$ cat src/rtl/ef_i2s_tx.sv
// I2S / left-justified master transmitter: generates sck/ws and shifts FIFO samples
// out MSB-first on sdo, one FIFO word per enabled channel slot.
module ef_i2s_tx #(
    parameter int unsigned DW = 32,
    parameter int unsigned AW = 4
) (
    input  logic          i_clk,
    input  logic          i_rst,
    input  logic          i_en,
    input  logic [7:0]    i_sck_prescaler,
    input  logic [5:0]    i_sample_size,
    input  logic          i_left_justified,
    input  logic [1:0]    i_channels,
    input  logic          i_fifo_wr,
    input  logic [DW-1:0] i_fifo_wdata,
    input  logic          i_fifo_clr,
    input  logic [AW:0]   i_fifo_level_threshold,
    output logic          o_fifo_full,
    output logic          o_fifo_empty,
    output logic [AW:0]   o_fifo_level,
    output logic          o_fifo_level_below,
    output logic          o_underrun,
    input  logic          i_underrun_clr,
    output logic          o_sck,
    output logic          o_ws,
    output logic          o_sdo
);
    localparam int unsigned Depth = 2 ** AW;

    logic [DW-1:0] r_mem [Depth];
    logic [AW-1:0] r_wr_ptr;
    logic [AW-1:0] r_rd_ptr;
    logic [AW:0]   r_level;
    logic [7:0]    r_presc;
    logic          r_sck;
    logic          r_ws;
    logic          r_sdo;
    logic          r_underrun;
    logic [4:0]    r_bit_ctr;
    logic [31:0]   r_sr;

    logic          w_tick;
    logic          w_fall;
    logic          w_slot;
    logic          w_left;
    logic          w_ch_en;
    logic          w_push;
    logic          w_pop;
    logic          w_starve;
    logic [5:0]    w_size;
    logic [5:0]    w_shamt;
    logic [31:0]   w_word;
    logic [31:0]   w_aligned;

    assign w_tick = i_en && (r_presc == 8'd0);
    assign w_fall = w_tick && r_sck;
    assign w_slot = w_fall && (r_bit_ctr == (i_left_justified ? 5'd0 : 5'd1));
    // LJ uses the post-toggle ws (left when 1), I2S the current ws (left when 0): both are ~r_ws.
    assign w_left = ~r_ws;
    assign w_ch_en = w_left ? i_channels[1] : i_channels[0];

    assign w_push   = i_fifo_wr && !o_fifo_full;
    assign w_pop    = w_slot && w_ch_en && !o_fifo_empty;
    assign w_starve = w_slot && w_ch_en && o_fifo_empty;

    assign w_size    = (i_sample_size == 6'd0 || i_sample_size > 6'd32) ? 6'd32 : i_sample_size;
    assign w_shamt   = 6'd32 - w_size;
    assign w_word    = 32'(r_mem[r_rd_ptr]);
    assign w_aligned = w_word << w_shamt;

    assign o_fifo_level       = r_level;
    assign o_fifo_empty       = (r_level == '0);
    assign o_fifo_full        = (r_level == Depth[AW:0]);
    assign o_fifo_level_below = (r_level < i_fifo_level_threshold);
    assign o_underrun         = r_underrun;
    assign o_sck              = r_sck;
    assign o_ws               = r_ws;
    assign o_sdo              = r_sdo;

    always_ff @(posedge i_clk) begin
        if (w_push && !i_fifo_clr) begin
            r_mem[r_wr_ptr] <= i_fifo_wdata;
        end
    end

    always_ff @(posedge i_clk) begin
        if (i_rst || i_fifo_clr) begin
            r_wr_ptr <= '0;
            r_rd_ptr <= '0;
            r_level  <= '0;
        end else begin
            if (w_push) begin
                r_wr_ptr <= r_wr_ptr + AW'(1);
            end
            if (w_pop) begin
                r_rd_ptr <= r_rd_ptr + AW'(1);
            end
            case ({w_push, w_pop})
                2'b10:   r_level <= r_level + (AW+1)'(1);
                2'b01:   r_level <= r_level - (AW+1)'(1);
                default: r_level <= r_level;
            endcase
        end
    end

    always_ff @(posedge i_clk) begin
        if (i_rst || !i_en) begin
            r_presc   <= '0;
            r_sck     <= 1'b0;
            r_ws      <= 1'b1;
            r_sdo     <= 1'b0;
            r_bit_ctr <= '0;
            r_sr      <= '0;
        end else begin
            r_presc <= (r_presc == 8'd0) ? i_sck_prescaler : r_presc - 8'd1;
            if (w_tick) begin
                r_sck <= ~r_sck;
            end
            if (w_fall) begin
                r_bit_ctr <= r_bit_ctr + 5'd1;
                if (r_bit_ctr == 5'd0) begin
                    r_ws <= ~r_ws;
                end
                if (w_slot) begin
                    if (w_pop) begin
                        r_sr  <= w_aligned;
                        r_sdo <= w_aligned[31];
                    end else begin
                        r_sr  <= '0;
                        r_sdo <= 1'b0;
                    end
                end else begin
                    r_sr  <= {r_sr[30:0], 1'b0};
                    r_sdo <= r_sr[30];
                end
            end
        end
    end

    always_ff @(posedge i_clk) begin
        if (i_rst) begin
            r_underrun <= 1'b0;
        end else if (w_starve) begin
            r_underrun <= 1'b1;
        end else if (i_underrun_clr) begin
            r_underrun <= 1'b0;
        end
    end

endmodule
$ cat config.mk
export PLATFORM = sky130hd
export DESIGN_NAME = ef_i2s_tx
export DESIGN_NICKNAME = d
export VERILOG_FILES = /design/src/rtl/ef_i2s_tx.sv
export SDC_FILE = /design/constraint.sdc
export NUM_CORES = 1
export LEC_CHECK = 0
export CAP_MARGIN = 25
export CORE_ASPECT_RATIO = 1.75
export CORE_MARGIN = 5
export CORE_UTILIZATION = 61
export DETAILED_ROUTE_END_ITERATION = 8
export PLACE_DENSITY_LB_ADDON = 0.25
export SLEW_MARGIN = 40
export SYNTH_ARGS = -nofsm -noshare
export SYNTH_HDL_FRONTEND = slang
export SYNTH_SLANG_ARGS = --single-unit
$ cat constraint.sdc
create_clock -name i_clk -period 5.3 [get_ports i_clk]
set_input_delay 1.06 -clock i_clk [delete_from_list [all_inputs] [get_ports i_clk]]
set_output_delay 1.06 -clock i_clk [all_outputs]
set_load 0.005 [all_outputs]
==> impl_metrics.env, run 1 <==
export IMPL_status="completed"
export IMPL_grt_ovfl_total=0
export IMPL_cts_hold_fix_buffers=0
export IMPL_rsz0062_at_grt="no"
export IMPL_ys_warn_count=0
export IMPL_r2r_end="r_sr[23]$_SDFFE_PP0P_"
export IMPL_cts_resized=0
export IMPL_track_usage_pct=26.96
export IMPL_wl_per_cell_um=29.18
export IMPL_min_period_ps=4232
export IMPL_ant_nets=0
export IMPL_dieArea_um2=44350
export IMPL_worst_ep_arrival_time_ps=4700
export IMPL_hold_class="register to register"
export IMPL_crit_fanout=28
export IMPL_sw_frac_of_total_pct=21.62
export IMPL_ys_seq_elements=577
export IMPL_power_frac_seq_pct=54.5
export IMPL_nets=1551
export IMPL_cp_endpoint="r_sr[23]$_SDFFE_PP0P_"
export IMPL_io_buffers=71
export IMPL_clockPowerShare_pct=39.1
export IMPL_pwr_share_comb_pct=6.4
export IMPL_setup_viol=0
export IMPL_post_cts_setup_buffers=0
export IMPL_endpoint_kind="register"
export IMPL_yosysSeqAreaShare_pct=68.20
export IMPL_drc=0
export IMPL_dp_hpwl_mm=38.14
export IMPL_antenna_cells=0
export IMPL_ff2ff_path_depth=9
export IMPL_path_clk_slew_ps=70
export IMPL_boundaryPins=72
export IMPL_row_count=97
export IMPL_gp_congestion=0.9591
export IMPL_clock_latency_ps=580
export IMPL_syn_to_final_growth_pct=12.14
export IMPL_synthFlopType="edfxtp_1"
export IMPL_ys_async_sr_fraction_pct=0
export IMPL_max_freq_ghz=0.2363
export IMPL_irDropWorstVdd_mv=0.3626
export IMPL_grt_pass1_vias=13939
export IMPL_worst_slew_pin_slew_ps=841.7
export IMPL_synth_cells=1387
export IMPL_slew_viol_final=0
export IMPL_power_internal_w=0.007193
export IMPL_synth_edf_count=512
export IMPL_root_buffer="clkbuf_16"
export IMPL_powerDensity_nw_per_um2=334.7
export IMPL_cts_tree="yes"
export IMPL_setup_worst_path_class="register to register"
export IMPL_hold_violations=0
export IMPL_drive_above_1_share_pct=20.48
export IMPL_htreeDepth=2
export IMPL_fin_cells=2004
export IMPL_fin_worst_skew_ps=20.95
export IMPL_drt_pass1_iter_count=7
export IMPL_synth_area_um2=24450
export IMPL_start_util_pct=61.43
export IMPL_p_leak_nw=8.574
export IMPL_drtIter0Drc=1283
export IMPL_clk_path_buf_depth=3
export IMPL_dp_cells=1917
export IMPL_grt_start_max_net_pins=54
export IMPL_cp_start_kind="register"
export IMPL_p_total_w=0.009177
export IMPL_numCtsBuffers=48
export IMPL_antenna_found_initial=0
export IMPL_maxCapViolations=0
export IMPL_core_area_um2=39810
export IMPL_clock_sinks=577
export IMPL_required_ps=5770
export IMPL_fin_crit_sh_pct=79.86
export IMPL_tns_ps=0
export IMPL_die_w_um=161.3
export IMPL_yosysUniqueCellTypes=65
export IMPL_synth_avg_cell_area_um2=17.63
export IMPL_slew_headroom_pct=43.75
export IMPL_rrSetupSlack_ps=1070
export IMPL_viasPerCell=6.722
export IMPL_grt_pass1_wl_mm=88.64
export IMPL_totalWireLength_mm=58.49
export IMPL_die_y_um=274.9
export IMPL_power_switching_w=0.001984
export IMPL_syn_nets=1466
export IMPL_vias=13470
-- kinds of logic after synthesis --
kind of cell	Yosys count	synth area share, %
AOI/OAI and AO/OA	183	4.841
adders and majority gates	19	1.003
xor gates and xnor gates	24	0.8596
muxes	251	18.47
DFF	577	68.20
buffers and inverters	98	2.185
and+or+nand+nor	235	4.442
-- state kept, by name (all words and copies together), names as in the netlist, named ones only --
register      cells
r_bit_ctr         5
r_sr             31
o_sdo             1
r_rd_ptr          4
o_underrun        1
r_mem           512
o_fifo_level      5
r_wr_ptr          4
r_presc           8
o_ws              1
o_sck             1
-- cell type report --
type,count,area [um2]
Fill cell,2552,12390
Clock buffer,59,1264
Inverter,19,72.57
Clock inverter,28,307.8
Timing Repair Buffer,114,1079
Tap cell,495,619.3
Sequential cell,577,16690
Multi-Input combinational cell,712,7392
-- placed cells by master (no fill, tap or decap), types with 17 or more instances in the layout --
master             n
clkdlybuf4s50_1   71
a21oi_1           45
buf_4             40
clkbuf_16         49
dfxtp_1           62
mux4_2           151
o22ai_1           31
edfxtp_1         512
nor3_1            21
mux2i_1           80
inv_1             17
o21ai_0           38
a221oi_1          17
nand2_1           55
nor2_1            79
ha_1              18
-- synthesized netlist by cell type, drive strengths merged, types with 2 or more instances --
library cell / count / area, um2
clkbuf: 34 / 131.4
o221ai: 2 / 17.52
a21o: 4 / 30.03
mux2i: 80 / 800.8
o21ai: 38 / 190.2
or2: 5 / 31.28
o31a: 4 / 35.03
a221oi: 17 / 148.9
o311ai: 2 / 17.52
nor2b: 8 / 50.05
o22ai: 31 / 193.9
or3b: 2 / 17.52
or3: 8 / 50.05
nand3: 9 / 45.04
nor2: 96 / 360.4
edfxtp: 512 / 15370
mux4: 157 / 3558
mux2: 14 / 157.7
a211oi: 10 / 75.07
xnor2: 8 / 70.07
inv: 18 / 67.56
nor3: 22 / 110.1
nor4: 5 / 50.05
a21oi: 45 / 225.2
buf: 45 / 331.6
a22oi: 6 / 45.04
nand2b: 6 / 37.54
ha: 18 / 225.2
o21a: 2 / 15.01
a21boi: 3 / 22.52
and3: 2 / 12.51
o2bb2ai: 2 / 17.52
a211o: 6 / 52.55
and2: 3 / 18.77
nand4: 9 / 56.30
xor2: 16 / 140.1
a31oi: 2 / 12.51
nand2: 55 / 206.5
dfxtp: 65 / 1301
-- worst max-delay path, stage by stage (launching register included) --
cell and delay [ps]:
dfxtp_4 700, buf_4 580, mux4_1 620, mux2i_1 420
mux4_2 390, mux2i_1 100, a211o_1 390, a221oi_1 490
o31a_1 330, nor2_1 60
-- stage by stage --
stage / util (%) / hold WS, ps / cell area [um2] / setup slack [ps]
5_1_grt: 68.88 / 498.0 / 27420 / 879.9
2_1_floorplan: - / 436.0 / 24450 / 844.4
3_3_place_gp: 64.83 / 457.0 / 25810 / 912.8
4_1_cts: 68.88 / 499.4 / 27420 / 1086
3_5_place_dp: 64.93 / 490.2 / 25850 / 927.0
6_report: 68.88 / 498.7 / 27420 / 1068
-- power groups by stage --
stage	logic (W)	registers, W	clock network (W)
5_1_grt	0.000639	0.00500	0.00384
6_report	0.000587	0.00500	0.00359
3_3_place_gp	0.000565	0.00510	0
4_1_cts	0.000581	0.00500	0.00363
2_1_floorplan	0.000348	0.00510	0
3_5_place_dp	0.000578	0.00510	0
-- worst min-delay path by stage --
stage | startpoint | to | slack, ps | cells after the start
4_1_cts | r_presc[0]$_SDFF_PP0_ | r_presc[0]$_SDFF_PP0_ | 500 | 1
3_3_place_gp | r_presc[0]$_SDFF_PP0_ | r_presc[0]$_SDFF_PP0_ | 460 | 1
6_report | r_presc[0]$_SDFF_PP0_ | r_presc[0]$_SDFF_PP0_ | 500 | 1
5_1_grt | r_presc[0]$_SDFF_PP0_ | r_presc[0]$_SDFF_PP0_ | 500 | 1
2_1_floorplan | r_presc[0]$_SDFF_PP0_ | r_presc[0]$_SDFF_PP0_ | 440 | 1
3_5_place_dp | r_presc[0]$_SDFF_PP0_ | r_presc[0]$_SDFF_PP0_ | 490 | 1
-- metal layers --
layer	wire length, um	vias up	part of all wire [%]	GRT usage [%]
met2	31600	632	54	48.54
met3	3461	150	5.9	3.613
li1	-	5799	-	-
met5	0	-	0	0
met1	20590	6889	35	32.58
met4	2840	0	4.9	11.97
No activity file was read; power rests on OpenSTA's default activity.
==> run 2, diff against run 1 <==
==> constraint.sdc (replaced) <==
create_clock -name i_clk -period 3.9 [get_ports i_clk]
set_input_delay 0.78 -clock i_clk [delete_from_list [all_inputs] [get_ports i_clk]]
set_output_delay 0.78 -clock i_clk [all_outputs]
set_load 0.005 [all_outputs]
==> run 2 against run 1 <==
Against the previous run:
- worst hold slack got worse by 26 ps
- die area unchanged
- largest power group unchanged
- critical path depth unchanged
- worst setup slack lost 680 ps
- combinational power rose by 43%
- non-clock buffer count rose by 42
- sequential share of layout area is 1.1 points lower
- register-to-register slack worse by 630 ps
- routed wire length is 3.8% higher
- global-route usage up 0.98 points
- critical path type is now input port to output port
- final cell count is 2.2% higher
- critical endpoint is now o_fifo_level_below
==> impl_metrics.env, run 2 (synthesized netlist as in run 1, its figures left out) <==
export IMPL_totalWireLength_mm=60.72
export IMPL_min_period_ps=3511
export IMPL_ant_nets=0
export IMPL_grtUsageMet1_pct=33.20
export IMPL_maxCapViolations=0
export IMPL_die_w_um=161.3
export IMPL_top_usage_layer="met2"
export IMPL_htreeDepth=2
export IMPL_setup_worst_path_class="input port to output port"
export IMPL_clk_path_buf_depth=3
export IMPL_drtIter0Drc=1339
export IMPL_post_cts_setup_buffers=0
export IMPL_irDropWorstVdd_mv=0.5311
export IMPL_p_total_w=0.01240
export IMPL_slew_headroom_pct=47.51
export IMPL_core_area_um2=39810
export IMPL_met3_usage_pct=4.512
export IMPL_cts_resized=0
export IMPL_rrSetupSlack_ps=440
export IMPL_drive_above_1_share_pct=22.49
export IMPL_required_ps=3120
export IMPL_max_freq_ghz=0.2848
export IMPL_cts_tree="yes"
export IMPL_top_register="r_mem"
export IMPL_row_count=97
export IMPL_grt_start_max_net_pins=36
export IMPL_track_usage_pct=27.94
export IMPL_boundaryPins=72
export IMPL_grt_ovfl_total=0
export IMPL_drc=0
export IMPL_use_met2_pct=50.25
export IMPL_wl_per_cell_um=29.65
export IMPL_nets=1595
export IMPL_fin_crit_sh_pct=90.02
export IMPL_powerDensity_nw_per_um2=443.9
export IMPL_slew_viol_final=0
export IMPL_clock_sinks=577
export IMPL_largest_reg_flops=512
export IMPL_cp_start_kind="input port"
export IMPL_fillers=2478
export IMPL_cts_hold_fix_buffers=0
export IMPL_status="completed"
export IMPL_path_clk_slew_ps=70
export IMPL_antenna_found_initial=1
export IMPL_gp_congestion=0.9665
export IMPL_dp_hpwl_mm=37.71
export IMPL_start_util_pct=61.43
export IMPL_hold_violations=0
export IMPL_die_y_um=274.9
export IMPL_grt_pass1_vias=14407
export IMPL_hold_class="register to register"
export IMPL_top_regs="r_mem (512), r_sr (31), r_presc (8)"
export IMPL_final_cell_mix="512 x edfxtp_1, 151 x mux4_2, 80 x mux2i_1, 79 x nor2_1, 71 x clkdlybuf4s50_1"
export IMPL_viasPerCell=6.778
export IMPL_clock_latency_ps=580
export IMPL_fin_worst_skew_ps=18.04
export IMPL_vias=13881
export IMPL_dieArea_um2=44350
export IMPL_fin_hold_ws_ps=473.2
export IMPL_io_buffers=71
export IMPL_grt_pass1_wl_mm=91.37
export IMPL_rsz0062_at_grt="no"
export IMPL_crit_fanout=1
export IMPL_p_leak_nw=8.828
export IMPL_drt_pass1_iter_count=6
export IMPL_root_buffer="clkbuf_16"
export IMPL_setup_viol=0
export IMPL_syn_to_final_growth_pct=14.25
export IMPL_worst_slew_pin_slew_ps=786.6
export IMPL_tns_ps=0
export IMPL_final_common_cell="edfxtp_1"
export IMPL_endpoint_kind="output port"
export IMPL_numCtsBuffers=50
export IMPL_worst_ep_arrival_time_ps=2730
[run 2: changes by cell type in the layout (fill, tap and decap cells not counted), moves of 2 or more]
cell        change
buf_12         +20
buf_4          +23
bufinv_16       -2
clkinv_1        +3
clkinvlp_4      -4
[run 2: stage by stage]
step / utilization, % / instance area (um2) / cells / worst slack [ps]
global route: 70.18 / 27940 / 2048 / 234.1
detailed placement: 66.29 / 26390 / 1959 / 82.78
global placement: 66.29 / 26390 / 1959 / 145.1
floorplan: - / 24460 / 1387 / -33.59
CTS: 70.17 / 27930 / 2047 / 349.8
finish: 70.18 / 27940 / 2048 / 389.2
[run 2: final timing paths]
| path | endpoint | start | cells past startpoint |
|---|---|---|---|
| worst min register to register | r_presc[0]$_SDFF_PP0_ | r_presc[0]$_SDFF_PP0_ | 1 |
| worst min-delay path | r_presc[0]$_SDFF_PP0_ | r_presc[0]$_SDFF_PP0_ | 1 |
| worst max register to register | o_sdo$_SDFFE_PP0P_ | register | 11 |
| worst max-delay path | o_fifo_level_below | i_fifo_level_threshold[1] | 9 |
[run 2: routing by layer]
metal / share of wire, % / vias up
met4: 5.3 / 0
met2: 54 / 717
met3: 7.4 / 177
met5: 0 / -
met1: 34 / 7113
li1: - / 5874
[run 2: area by class of cell]
type                    instances  area (um2)  share of cell area (%)
diodes                          1       2.502                0.008957
repair buffers                156        1624                   5.813
clock buffers                  61        1292                   4.626
multi-input cells             712        7390                   26.45
flip-flops and latches        577       16690                   59.73
clock inverters                27       250.2                  0.8957
inverters                      19       71.32                  0.2553
well taps                     495       619.3                   2.217
[run 2: worst max-delay path, cell delays in order]
cell	delay, ps
clkdlybuf4s50_1	460
inv_1	40
ha_1	270
a21boi_0	120
o21a_1	160
o21ai_0	150
nand2b_1	80
a21oi_1	150
clkdlybuf4s50_1	520
[run 2: report_power, final]
part / leakage (nW) / internal, W / switching (W)
registers: 5.14 / 0.00677 / 0.0000344
logic: 2.94 / 0.000335 / 0.000506
clock network: 0.747 / 0.00262 / 0.00214
